<file path="src/rtl/fp_adder_arbiter.sv">
// fp_adder_arbiter
//   Shares one fixed-latency pipelined FP adder between NUM_REQ requesters.
//   Arbitration is round-robin. Each accepted operation carries its requester
//   id down a tag pipe that is matched to the adder latency, so every result
//   goes back to the requester that issued it. A drain handshake lets the
//   adder be emptied before reconfiguration or flush. Any adder output that
//   does not line up with an in-flight tag sets a sticky error flag.
//
//   Optional build macro: FP_ARB_STATS_EN (adds the stat_* outputs).
//
// Ports
//   clk, rst           clock (rising edge), synchronous active-high reset
//   req                per-requester request level, operands held until gnt
//   req_a, req_b       packed operands, requester i at [i*DATA_W +: DATA_W]
//   gnt                one-hot single-cycle grant, registered
//   add_valid_in       issue strobe to the adder
//   add_a, add_b       operands to the adder
//   add_valid_out      result strobe from the adder
//   add_result         result from the adder
//   resp_valid         one-hot result strobe to the requesters
//   resp_data          result data, valid while any resp_valid bit is set
//   drain_req          level: stop issuing and empty the adder
//   drain_ack          high while the block is drained
//   busy               operations are in flight
//   err_tag            sticky: adder output without a matching tag
//   stat_issued        (FP_ARB_STATS_EN) saturating issue count
//   stat_stall         (FP_ARB_STATS_EN) saturating count of stalled cycles
//   stat_max_inflight  (FP_ARB_STATS_EN) peak in-flight count
module fp_adder_arbiter #(
    parameter int NUM_REQ = 4,
    parameter int DATA_W  = 32,
    parameter int ADD_LAT = 6
) (
    input  logic                      clk,
    input  logic                      rst,
    input  logic [NUM_REQ-1:0]        req,
    input  logic [NUM_REQ*DATA_W-1:0] req_a,
    input  logic [NUM_REQ*DATA_W-1:0] req_b,
    output logic [NUM_REQ-1:0]        gnt,
    output logic                      add_valid_in,
    output logic [DATA_W-1:0]         add_a,
    output logic [DATA_W-1:0]         add_b,
    input  logic                      add_valid_out,
    input  logic [DATA_W-1:0]         add_result,
    output logic [NUM_REQ-1:0]        resp_valid,
    output logic [DATA_W-1:0]         resp_data,
    input  logic                      drain_req,
    output logic                      drain_ack,
    output logic                      busy,
    output logic                      err_tag
`ifdef FP_ARB_STATS_EN
    ,
    output logic [31:0]               stat_issued,
    output logic [31:0]               stat_stall,
    output logic [$clog2(ADD_LAT+1):0] stat_max_inflight
`endif
);

    localparam int ID_W  = (NUM_REQ > 1) ? $clog2(NUM_REQ) : 1;
    localparam int CNT_W = $clog2(ADD_LAT + 1) + 1;

    typedef enum logic [1:0] {
        ACTIVE,
        DRAINING,
        DRAINED
    } state_t;

    state_t              state;
    state_t              state_next;

    logic [ID_W-1:0]     ptr;
    logic [ID_W-1:0]     ptr_next;
    logic [ID_W-1:0]     scan_id;
    logic [ID_W-1:0]     win_id;
    logic                win_found;
    logic [DATA_W-1:0]   win_a;
    logic [DATA_W-1:0]   win_b;
    logic                issue;
    logic [NUM_REQ-1:0]  gnt_next;
    logic                drain_ack_next;

    logic [ID_W-1:0]     gnt_id;
    logic [CNT_W-1:0]    count;

    logic                tag_v  [ADD_LAT];
    logic [ID_W-1:0]     tag_id [ADD_LAT];
    logic                tail_v;
    logic [ID_W-1:0]     tail_id;
    logic [NUM_REQ-1:0]  tail_hot;

    // ------------------------------------------------------------------
    // Round-robin select: first requesting index at or above ptr, wrapping.
    // ------------------------------------------------------------------
    always_comb begin
        win_found = 1'b0;
        win_id    = '0;
        scan_id   = '0;
        for (int unsigned i = 0; i < NUM_REQ; i++) begin
            scan_id = ID_W'((32'(ptr) + i) % NUM_REQ);
            if (!win_found && req[scan_id]) begin
                win_found = 1'b1;
                win_id    = scan_id;
            end
        end
    end

    always_comb begin
        win_a = '0;
        win_b = '0;
        for (int unsigned i = 0; i < NUM_REQ; i++) begin
            if (win_id == ID_W'(i)) begin
                win_a = req_a[i*DATA_W +: DATA_W];
                win_b = req_b[i*DATA_W +: DATA_W];
            end
        end
    end

    assign ptr_next = (win_id == ID_W'(NUM_REQ - 1)) ? '0 : win_id + 1'b1;

    assign tail_v  = tag_v[ADD_LAT-1];
    assign tail_id = tag_id[ADD_LAT-1];

    always_comb begin
        tail_hot = '0;
        for (int unsigned i = 0; i < NUM_REQ; i++) begin
            tail_hot[i] = (tail_id == ID_W'(i));
        end
    end

    // ------------------------------------------------------------------
    // FSM: state register
    // ------------------------------------------------------------------
    always_ff @(posedge clk) begin
        if (rst) begin
            state <= ACTIVE;
        end else begin
            state <= state_next;
        end
    end

    // ------------------------------------------------------------------
    // FSM: next state. Drain completes once no tag is in flight and the
    // adder is not presenting anything this cycle.
    // ------------------------------------------------------------------
    always_comb begin
        state_next = state;
        case (state)
            ACTIVE: begin
                if (drain_req) begin
                    state_next = DRAINING;
                end
            end
            DRAINING: begin
                if (!drain_req) begin
                    state_next = ACTIVE;
                end else if ((count == '0) && !add_valid_out) begin
                    state_next = DRAINED;
                end
            end
            DRAINED: begin
                if (!drain_req) begin
                    state_next = ACTIVE;
                end
            end
            default: state_next = ACTIVE;
        endcase
    end

    // ------------------------------------------------------------------
    // FSM: outputs (next values for the registered outputs). drain_req
    // blocks issue even in the first ACTIVE cycle it is seen.
    // ------------------------------------------------------------------
    always_comb begin
        issue          = (state == ACTIVE) && !drain_req && win_found;
        drain_ack_next = (state_next == DRAINED);
        gnt_next       = '0;
        for (int unsigned i = 0; i < NUM_REQ; i++) begin
            gnt_next[i] = issue && (win_id == ID_W'(i));
        end
    end

    // ------------------------------------------------------------------
    // Issue, tag pipe, response and bookkeeping registers.
    // Tag entry 0 loads from the registered issue strobe, so the tail entry
    // is valid in the same cycle the adder presents that operation's result.
    // The in-flight count tracks the tag pipe occupancy and therefore can
    // never exceed ADD_LAT.
    // ------------------------------------------------------------------
    always_ff @(posedge clk) begin
        if (rst) begin
            gnt          <= '0;
            add_valid_in <= 1'b0;
            add_a        <= '0;
            add_b        <= '0;
            gnt_id       <= '0;
            ptr          <= '0;
            resp_valid   <= '0;
            resp_data    <= '0;
            count        <= '0;
            err_tag      <= 1'b0;
            drain_ack    <= 1'b0;
            for (int unsigned k = 0; k < ADD_LAT; k++) begin
                tag_v[k]  <= 1'b0;
                tag_id[k] <= '0;
            end
        end else begin
            gnt          <= gnt_next;
            add_valid_in <= issue;
            drain_ack    <= drain_ack_next;
            if (issue) begin
                add_a  <= win_a;
                add_b  <= win_b;
                gnt_id <= win_id;
                ptr    <= ptr_next;
            end

            tag_v[0]  <= add_valid_in;
            tag_id[0] <= gnt_id;
            for (int unsigned k = 1; k < ADD_LAT; k++) begin
                tag_v[k]  <= tag_v[k-1];
                tag_id[k] <= tag_id[k-1];
            end

            resp_valid <= '0;
            if (add_valid_out && tail_v) begin
                resp_valid <= tail_hot;
                resp_data  <= add_result;
            end
            if (add_valid_out != tail_v) begin
                err_tag <= 1'b1;
            end

            case ({add_valid_in, tail_v})
                2'b10:   count <= count + 1'b1;
                2'b01:   count <= count - 1'b1;
                default: count <= count;
            endcase
        end
    end

    assign busy = (count != '0);

`ifdef FP_ARB_STATS_EN
    always_ff @(posedge clk) begin
        if (rst) begin
            stat_issued       <= '0;
            stat_stall        <= '0;
            stat_max_inflight <= '0;
        end else begin
            if (issue && (stat_issued != '1)) begin
                stat_issued <= stat_issued + 1'b1;
            end
            if ((|req) && !issue && (stat_stall != '1)) begin
                stat_stall <= stat_stall + 1'b1;
            end
            if (count > stat_max_inflight) begin
                stat_max_inflight <= count;
            end
        end
    end
`endif

endmodule

</file>
<file path="config.mk">
export PLATFORM = sky130hd
export DESIGN_NAME = fp_adder_arbiter
export DESIGN_NICKNAME = d
export VERILOG_FILES = /design/src/rtl/fp_adder_arbiter.sv
export SDC_FILE = /design/constraint.sdc
export NUM_CORES = 1
export LEC_CHECK = 0
export BUFFER_PORTS_ARGS = -buffer_cell sky130_fd_sc_hd__buf_2
export CAP_MARGIN = 10
export CORE_AREA = 4 4 155 157
export DETAILED_ROUTE_END_ITERATION = 10
export DIE_AREA = 0 0 159 161
export PLACE_DENSITY = 0.65
export SETUP_SLACK_MARGIN = 0.05
export SYNTH_ARGS = -nofsm -noshare
export SYNTH_HDL_FRONTEND = slang
export SYNTH_SLANG_ARGS = --single-unit
</file>
<file path="constraint.sdc">
create_clock -name clk -period 2.45 [get_ports clk]
set_clock_uncertainty 0.1 [all_clocks]
set_input_delay 0.3675 -clock clk [delete_from_list [all_inputs] [get_ports clk]]
set_output_delay 0.3675 -clock clk [all_outputs]
set_load 0.02 [all_outputs]
</file>
### Yosys cells after proc, flatten, opt, wreduce, memory -nomap -nowiden

Memories as Yosys holds them, arrays and structs flattened.
Index checks and enable logic that the tools add are counted.

* memories: 2
* input port bits: 296
* logic and storage cells: 118
* output and inout port bits: 108
* memory bits (writable): 18
* flip-flop bits (word level): 117

* reduce and logical (&&, ||, !) cells: 23
* order comparisons: 4
* multiplexer cells: 46
* bitwise logic cells: 13
* eq/ne operators: 12
* $add $sub $neg: 6

Memory list
* tag_id: depth 6, bits a word 2, read ports 6, clocked after Yosys merged registers in 0, wr ports 6, RTL line 86 `logic [ID_W-1:0] tag_id [ADD_LAT];`
* tag_v: depth 6, bits a word 1, read ports 6, clocked after Yosys merged registers in 0, wr ports 6, RTL line 85 `logic tag_v [ADD_LAT];`

Operators by type and width (number)
* 2-to-1 mux 32 bit: 8
* 2-to-1 mux 2 bit: 15
* 2-to-1 mux 1 bit: 17
* equality test 2 bit (second input constant): 7
* < comparator 2 x 3 -> 1 bit (second input constant): 4
* OR 1 bit: 12
* logical AND 1 bit: 11
* binary-select mux 1 bit (select 2 bit): 4
* equality test 2 x 1 -> 1 bit (second input constant): 4
* case mux 4 bit (2 select lines): 1
* zero test 2 bit: 3
* case mux 2 bit (3 select lines): 1
* zero test 1 bit: 5
* adder 2 x 1 -> 2 bit (second input constant): 2
* adder 2 bit (second input constant): 2
* adder 4 x 1 -> 4 bit (second input constant): 1
* zero test 4 bit: 1
* nonzero test 4 bit: 1
* subtractor 4 x 1 -> 4 bit (second input constant): 1
* nonzero test 2 bit: 1
* OR reduction 2 bit: 1
* inequality test 1 bit: 1
* NOT 1 bit: 1

### Longest topological paths before layout

Gate-level depths: netlist (run 1).

* depth in word-level cells: 17
* depth in mapped cells: 11
* gate-level depth less buffers: 9

### Least setup slack after synthesis (run 1)

No wires, ideal clock.

* path type: input-to-reg
* start point: input req[3]
* end point: register add_a[10]
* cell stages on the path: 11
* required time: 2.209 ns
* buffers on the path: 2
* arrival time: 2.187 ns
* setup time: 0.141 ns
* slack: 0.022 ns
* path through: inv_1 -> a22o_1 -> a211o_1 -> inv_1 -> ha_1 -> nor2b_1 -> buf_2 -> clkbuf_1 -> a221o_1 -> a221oi_2 -> nor3_2

* word-level cells in the longest chain between the ends: 17
* elaborated cells on any way between the ends: 31
* classes of those cells: eq/ne: 3; mux: 20; reduce/logical: 8

RTL lines
* start, declared: RTL line 36 `input logic [NUM_REQ-1:0] req,`
* binary-select mux 1 bit (select 2 bit): RTL line 100 `if (!win_found && req[scan_id]) begin`
* 2-to-1 mux 1 bit (implied by the code): RTL line 100
* 2-to-1 mux 1 bit: RTL line 100
* zero test 1 bit: RTL line 100
* logical AND 1 bit: RTL line 100
* 2-to-1 mux 1 bit: RTL line 100
* zero test 1 bit: RTL line 100
* logical AND 1 bit: RTL line 100
* 2-to-1 mux 1 bit: RTL line 100
* zero test 1 bit: RTL line 100
* logical AND 1 bit: RTL line 100
* 2-to-1 mux 2 bit *: RTL line 100
* net win_id[0]: RTL line 74 `logic [ID_W-1:0] win_id;`
* zero test 2 bit: RTL line 111 `if (win_id == ID_W'(i)) begin`
* 2-to-1 mux 32 bit (3 in a row): RTL line 111
* 2-to-1 mux 32 bit *: RTL line 111
* end signal, assigned: RTL line 211 `add_a <= win_a;`
* end, declared: RTL line 41 `output logic [DATA_W-1:0] add_a,`

Mark *: on every way through the listed nets, which the timed path passes. The rest lies on a longest branch. The select of a mux whose other input is x is not followed.
A chain may end at the register's enable or synchronous reset.

### Final worst setup path (run 1)

* start point: register ptr[0]
* end point: register add_a[23]

* word-level cells in the longest chain between the ends: 17
* elaborated cells on any way between the ends: 34
* classes of those cells: add/sub: 3; eq/ne: 3; mux: 20; reduce/logical: 8

RTL lines
* start, declared: RTL line 71 `logic [ID_W-1:0] ptr;`
* start signal, assigned: RTL line 214 `ptr <= ptr_next;`
* parallel branches: the longest is 17 deep, another holds adder 2 x 1 -> 2 bit

Parallel ways; which one is timed is not known. The select of a mux whose other input is x is not followed.

==> impl_metrics.yaml, run 1 <==
die:
  die_h_um: 161
  fp.dieW_um: 159
  row_count: 55
  start_util_pct: 29.8
  die_area_mm2: 0.0256
  core_area_mm2: 0.0225
  io_pins: 404
power:
  ir_drop_mv: 0.411
  power_mw: 7.02
  leakagePower_nw: 4.81
  p_per_area_mw_per_mm2: 704
drt:
  drtIter0Drc: 382
  num_vias: 7297
  wire_per_inst_um: 18.0
  routed_wl_mm: 25.9
  drc: 0
  drtPass1Iterations: 4
  antenna_left: 0
  via_per_inst: 5.08
grt:
  antenna_found_initial: 2
  grt_pass1_vias: 7083
  grt_pass1_wl_mm: 38.0
  grt_max_degree: 71
  grt.overflow.total: 0
  grt.total_usage_pct: 18.2
cts:
  cts_tree: "built"
  cts_buffer_depth: 2
  cts_sinks: 135
  cts_max_level: 4
  cts_buffers: 17
  clk_latency_ns: 0.41
  cts.clk_slew.worst_paths_ns: 0.07
  cts-root-buf: "clkbuf_16"
  hold_buffers: 0
layout:
  area_delta_synth_final_pct: 49.0
  stdcell_area_mm2: 0.00998
  fillers: 2227
  multi_input_area_mm2: 0.00347
  layout.nets: 1444
  diodes: 0
  layout-drive-gt1-share_pct: 46.7
  regArea_mm2: 0.00270
timing:
  maxSlewViolCount: 0
  period_share_pct: 96.6
  max_slew_margin_pct: 69.8
  max_freq_ghz: 0.422
  rsz0062_at_grt: "yes"
  timing.hold.ws_ns: 0.0871
  tns_ns: 0
  worstMarginPinSlew_ns: 0.453
  period_needed_ns: 2.37
  setup_viol: 0
  hold_viol_final: 0
  fin_ws_ns: 0.0831
yosys:
  synthXorXnorAreaFrac_pct: 0.262
  synth-simple-area-share_pct: 16.3
  syn_nets: 1056
  synthFlopType: "dfxtp_1"
  ys_seq_elements: 135
  synthMuxAreaShare_pct: 4.93
  synth_area_leader_cell: "dfxtp_1"
  synth-compound-area-share_pct: 26.8
  synth_cell_type_count: 38
  netlist_area_mm2: 0.00670
  synth_top_cells_by_count: "dfxtp_1 (135), nor2_1 (108), inv_1 (74)"
  synth_edf_count: 0
  netlist_top_cells_area: "dfxtp_1 (40%), a221o_1 (9.6%), nor2_1 (6.1%)"
  syn_inst: 751
  yosysWarningCount: 0
  yosysTopAreaCellShare_pct: 40.4
  synthArstFlopShare_pct: 0
  avgSynthCellArea_um2: 8.92
  synth_fa_ha_area_share_pct: 1.79
  synth_top_family_by_area: "compound AO/OA/AOI/OAI gates"
  synth_most_common_cell: "dfxtp_1"
  yosysSeqAreaShare_pct: 40.4
placed_design:
  dpl_cell_area_mm2: 0.00918
  gp_congestion: 0.856
  hpwl_mm: 18.3
  place_ws_ns: -0.183
  portBuffers: 403
worst_setup_path:
  path_cells: "inv_2 > a22o_1 > a211o_1 > buf_4 > ha_4 > buf_12 > a221o_1 > a221oi_2 > nor3_2"
  path_class: "flop to flop"
  crit_arrival_ns: 2.56
  rr_endpoint: "add_a[23]$_SDFFE_PP0N_"
  crit_required_ns: 2.64
  crit_fanout: 54
  critPathLaunchType: "flop"
  cp_slowest_stage_delay_ns: 0.34
  reg2reg_slack_ns: 0.08
  setup.worst_path.end_class: "flop"
  r2r_start: "ptr[0]$_SDFFE_PP0N_"
  slowest_stage: "dfxtp_2"
  r2r.worst_path.cells: 9
run_status:
  outcome: "complete, no violations"
hold_path:
  hold_depth: 3
  min_to: "resp_data[30]$_SDFFE_PP0P_"
  hp-class: "primary input to flop"
  timing.hold.worst.start: "add_result[30]"
run:
  maxCapViolCount: 0
## state kept, by name, summed over array words and instances, names as in the netlist
name          flops
count             4
gnt               4
tag_id           12
ptr               2
add_valid_in      1
add_a            32
drain_ack         1
tag_v             6
resp_valid        4
state             2
add_b            32
resp_data        32
gnt_id            2
err_tag           1
## worst max path at each step
stage / startpoint / end / slack, ns
floorplan: req[3] / add_a[10]$_SDFFE_PP0N_ / 0.02
global placement: req[3] / add_a[26]$_SDFFE_PP0N_ / -0.16
detailed placement: req[0] / add_a[26]$_SDFFE_PP0N_ / -0.18
CTS: ptr[0]$_SDFFE_PP0N_ / add_a[23]$_SDFFE_PP0N_ / 0.04
global route: ptr[0]$_SDFFE_PP0N_ / add_a[23]$_SDFFE_PP0N_ / -0.002
finish: ptr[0]$_SDFFE_PP0N_ / add_a[23]$_SDFFE_PP0N_ / 0.08
## cells by family (layout without fill, tap and decap cells)
kind of cell             Yosys count  count (layout)
XOR/XNOR                           2               2
AO/OA/AOI/OAI                    211             211
AND/OR/NAND/NOR                  212             212
buffers and inverters            149             550
multiplexers                      33              33
adder cells (fa/ha/maj)            9               9
flip-flops                       135             135
## critical path, delay by kind of cell, from the launching register on
kind,cells,cell delay [ns]
AO/OA/AOI/OAI,4,1.13
buffers and inverters,3,0.39
flip-flops,1,0.34
adder cells (fa/ha/maj),1,0.19
AND/OR/NAND/NOR,1,0.06
## through the flow
stage	util, %	instances
floorplan	-	751
global placement	40.8	1399
detailed placement	40.8	1399
CTS	43.6	1431
global route	44.3	1437
finish	44.3	1437
## power breakdown
part / leakage [nW] / internal (mW) / total (mW) / switching, mW
combinational: 3.42 / 0.912 / 2.01 / 1.10
sequential: 1.10 / 2.33 / 2.41 / 0.0735
clock: 0.287 / 1.48 / 2.60 / 1.13
## layer usage
layer  global-route usage, %  part of all wire (%)  wire length (um)  vias to the layer above
li1                        -                     -                 -                     3507
met4                    5.25                   2.0               522                        2
met1                    21.5                    41             10600                     3436
met3                    6.07                   7.6              1980                       50
met5                       0                 0.027                 7                        -
met2                    31.6                    49             12800                      302
## cell type report
class / count / area share (%)
Multi-Input combinational cell: 467 / 34.7
Inverter: 74 / 2.78
Clock inverter: 14 / 1.52
Timing Repair Buffer: 444 / 25.9
Sequential cell: 135 / 27.1
Clock buffer: 18 / 4.40
Tap cell: 285 / 3.57
## cells in the final DEF (no fill, tap or decap), types with 13 or more instances in the layout
| master | n |
|---|---|
| buf_4 | 23 |
| buf_12 | 13 |
| a221oi_2 | 28 |
| inv_1 | 72 |
| clkbuf_16 | 21 |
| a221o_1 | 64 |
| mux2i_1 | 33 |
| nor2b_1 | 18 |
| buf_2 | 402 |
| nor3_1 | 45 |
| nor2_1 | 108 |
| dfxtp_1 | 134 |
| a221oi_1 | 37 |
| a21oi_1 | 73 |
| nor3_2 | 20 |
## repair_timing
item | 4_1_cts | 5_1_grt
gates resized for setup | 6 | 10
pin swaps | 2 | 7
buffers inserted | 0 | 2
endpoints found under the setup margin | 34 | 60
cloned | 0 | 4
(Power assumes the default switching activity.)
==> inputs of run 2 (changes only) <==
Settings changed: CORE_AREA 4 4 155 157 to 4 4 157 159, DIE_AREA 0 0 159 161 to 0 0 161 163, GPL_ROUTABILITY_DRIVEN set to 0, PLACE_DENSITY 0.65 to 0.61, SLEW_MARGIN set to 20.
Clock period 2.45 ns to 2.95 ns, I/O delays scaled along.
==> run 2 against run 1 <==
  * Routed wire length decreased by 0.81%
  * Largest power group unchanged
  * Design area decreased by 3.0%
  * First-iteration DRC count decreased by 16%
  * Combinational power decreased by 24%
  * Non-clock buffer count decreased by 16
==> impl_metrics.yaml, run 2 (same netlist as run 1, synthesis figures left out) <==
run_status:
  outcome: "complete, no violations"
cts:
  clk_latency_ns: 0.41
  cts_max_level: 4
  cts.clk_slew.worst_paths_ns: 0.06
  cts_buffer_depth: 2
  hold_buffers: 0
  cts_buffers: 17
  cts_sinks: 135
  cts-root-buf: "clkbuf_16"
  cts_tree: "built"
  postCtsSetupRepairBufs: 0
  cts_resized: 0
placed_design:
  portBuffers: 403
  place_inst: 1423
  hpwl_mm: 19.5
  dpl_cell_area_mm2: 0.00908
timing:
  tns_ns: 0
  period_needed_ns: 2.57
  period_share_pct: 87.0
  setup_viol: 0
  maxSlewViolCount: 0
  rsz0062_at_grt: "no"
  max_freq_ghz: 0.390
  max_slew_margin_pct: 62.1
  hold_viol_final: 0
  worstMarginPinSlew_ns: 0.568
layout:
  fin_cells: 1455
  top_regs: "add_a: 32 flops, add_b: 32 flops, resp_data: 32 flops"
  stdcell_area_mm2: 0.00968
  fillers: 2382
  layout.nets: 1428
  area_delta_synth_final_pct: 44.5
  layout_commonest_cell: "buf_2"
  layout-drive-gt1-share_pct: 44.8
  final_util_pct: 41.6
  final_cell_mix: "buf_2 (402), dfxtp_1 (135), nor2_1 (108)"
grt:
  grt.overflow.total: 0
  grt.total_usage_pct: 18.5
  antenna_found_initial: 3
  grt_pass1_wl_mm: 38.5
  grt_pass1_vias: 7087
  grt_max_degree: 57
worst_setup_path:
  critical-path-top-cell-by-count: "inv_1"
  crit_required_ns: 3.15
  crit_family: "compound AO/OA/AOI/OAI gates"
  critPathLaunchType: "flop"
  setup.worst_path.end_class: "flop"
  crit_fanout: 50
  slowest_stage: "a211o_1"
  critPathBufInv: 4
  crit_arrival_ns: 2.77
  path_cells: "inv_1 > a22o_1 > a211o_1 > inv_1 > ha_2 > nor2b_4 > buf_12 > buf_4 > a221o_1 > a221oi_2 > nor3_2"
  r2r_start: "ptr[0]$_SDFFE_PP0N_"
  cp_slowest_stage_delay_ns: 0.33
  path_class: "flop to flop"
  startpoint: "ptr[0]$_SDFFE_PP0N_"
power:
  leakagePower_nw: 4.65
  power_frac_seq_pct: 35.0
  switching_share_pct: 31.9
  ir_drop_mv: 0.269
  pwr-share-comb_pct: 26.8
  intPower_mw: 3.89
  p_switching_mw: 1.82
  p_per_area_mw_per_mm2: 591
  clkPwrFrac_pct: 38.3
drt:
  antenna_left: 0
  via_per_inst: 4.97
  wire_per_inst_um: 17.7
  drtPass1Iterations: 4
  routed_wl_mm: 25.7
  num_vias: 7227
  drtIter0Drc: 321
  drc: 0
run:
  maxCapViolCount: 0
die:
  die_area_mm2: 0.0262
  start_util_pct: 28.8
  core_area_mm2: 0.0233
  row_count: 56
  io_pins: 404
  fp.dieW_um: 161
  die_h_um: 163
hold_path:
  hp-class: "primary input to flop"
  timing.hold.worst.start: "add_result[14]"
[run 2: layer usage]
layer | track usage, % | share of wire [%] | vias to the layer above | routed length [um]
met5 | 0 | 0.078 | - | 20
met4 | 5.16 | 2.1 | 2 | 535
met3 | 5.87 | 7.7 | 38 | 1990
met2 | 32.8 | 50 | 335 | 12800
met1 | 21.5 | 40 | 3379 | 10400
li1 | - | - | 3473 | -
[run 2: tightest hold or removal path: stages]
cell and delay [ns]:
buf_2 0.07, mux2i_1 0.05, nor2_1 0.08
[run 2: worst paths after layout]
kind | endpoint | slack (ns) | depth (start not counted)
setup / recovery | add_a[4]$_SDFFE_PP0N_ | 0.38 | 11
hold / removal | resp_data[14]$_SDFFE_PP0P_ | 0.17 | 3
setup reg to reg | add_a[4]$_SDFFE_PP0N_ | 0.38 | 11
hold reg to reg | tag_id[0][7]$_SDFF_PP0_ | 0.33 | 1
[run 2: area by class of cell]
type / instances / area (um2) / area share, %
Inverter: 74 / 278 / 2.87
Timing Repair Buffer: 428 / 2290 / 23.7
Antenna cell: 1 / 2.50 / 0.0259
Clock inverter: 13 / 159 / 1.64
Clock buffer: 18 / 439 / 4.54
Multi-Input combinational cell: 467 / 3400 / 35.2
Tap cell: 319 / 399 / 4.12
Sequential cell: 135 / 2700 / 27.9
[run 2: metrics by stage]
step / total power, mW / hold WS, ns / worst slack [ns]
6_report: 5.72 / 0.166 / 0.383
2_1_floorplan: 2.98 / 0.314 / 0.447
5_1_grt: 6.02 / 0.147 / 0.180
3_3_place_gp: 3.56 / 0.318 / 0.149
3_5_place_dp: 3.57 / 0.322 / 0.118
4_1_cts: 5.79 / 0.145 / 0.373
[run 2: power by group through the flow]
stage | Sequential [mW] | Clock (mW) | Combinational [mW]
5_1_grt | 2.01 | 2.34 | 1.67
3_5_place_dp | 2.04 | 0 | 1.53
6_report | 2.00 | 2.19 | 1.53
3_3_place_gp | 2.04 | 0 | 1.52
2_1_floorplan | 2.16 | 0 | 0.820
4_1_cts | 2.00 | 2.26 | 1.53
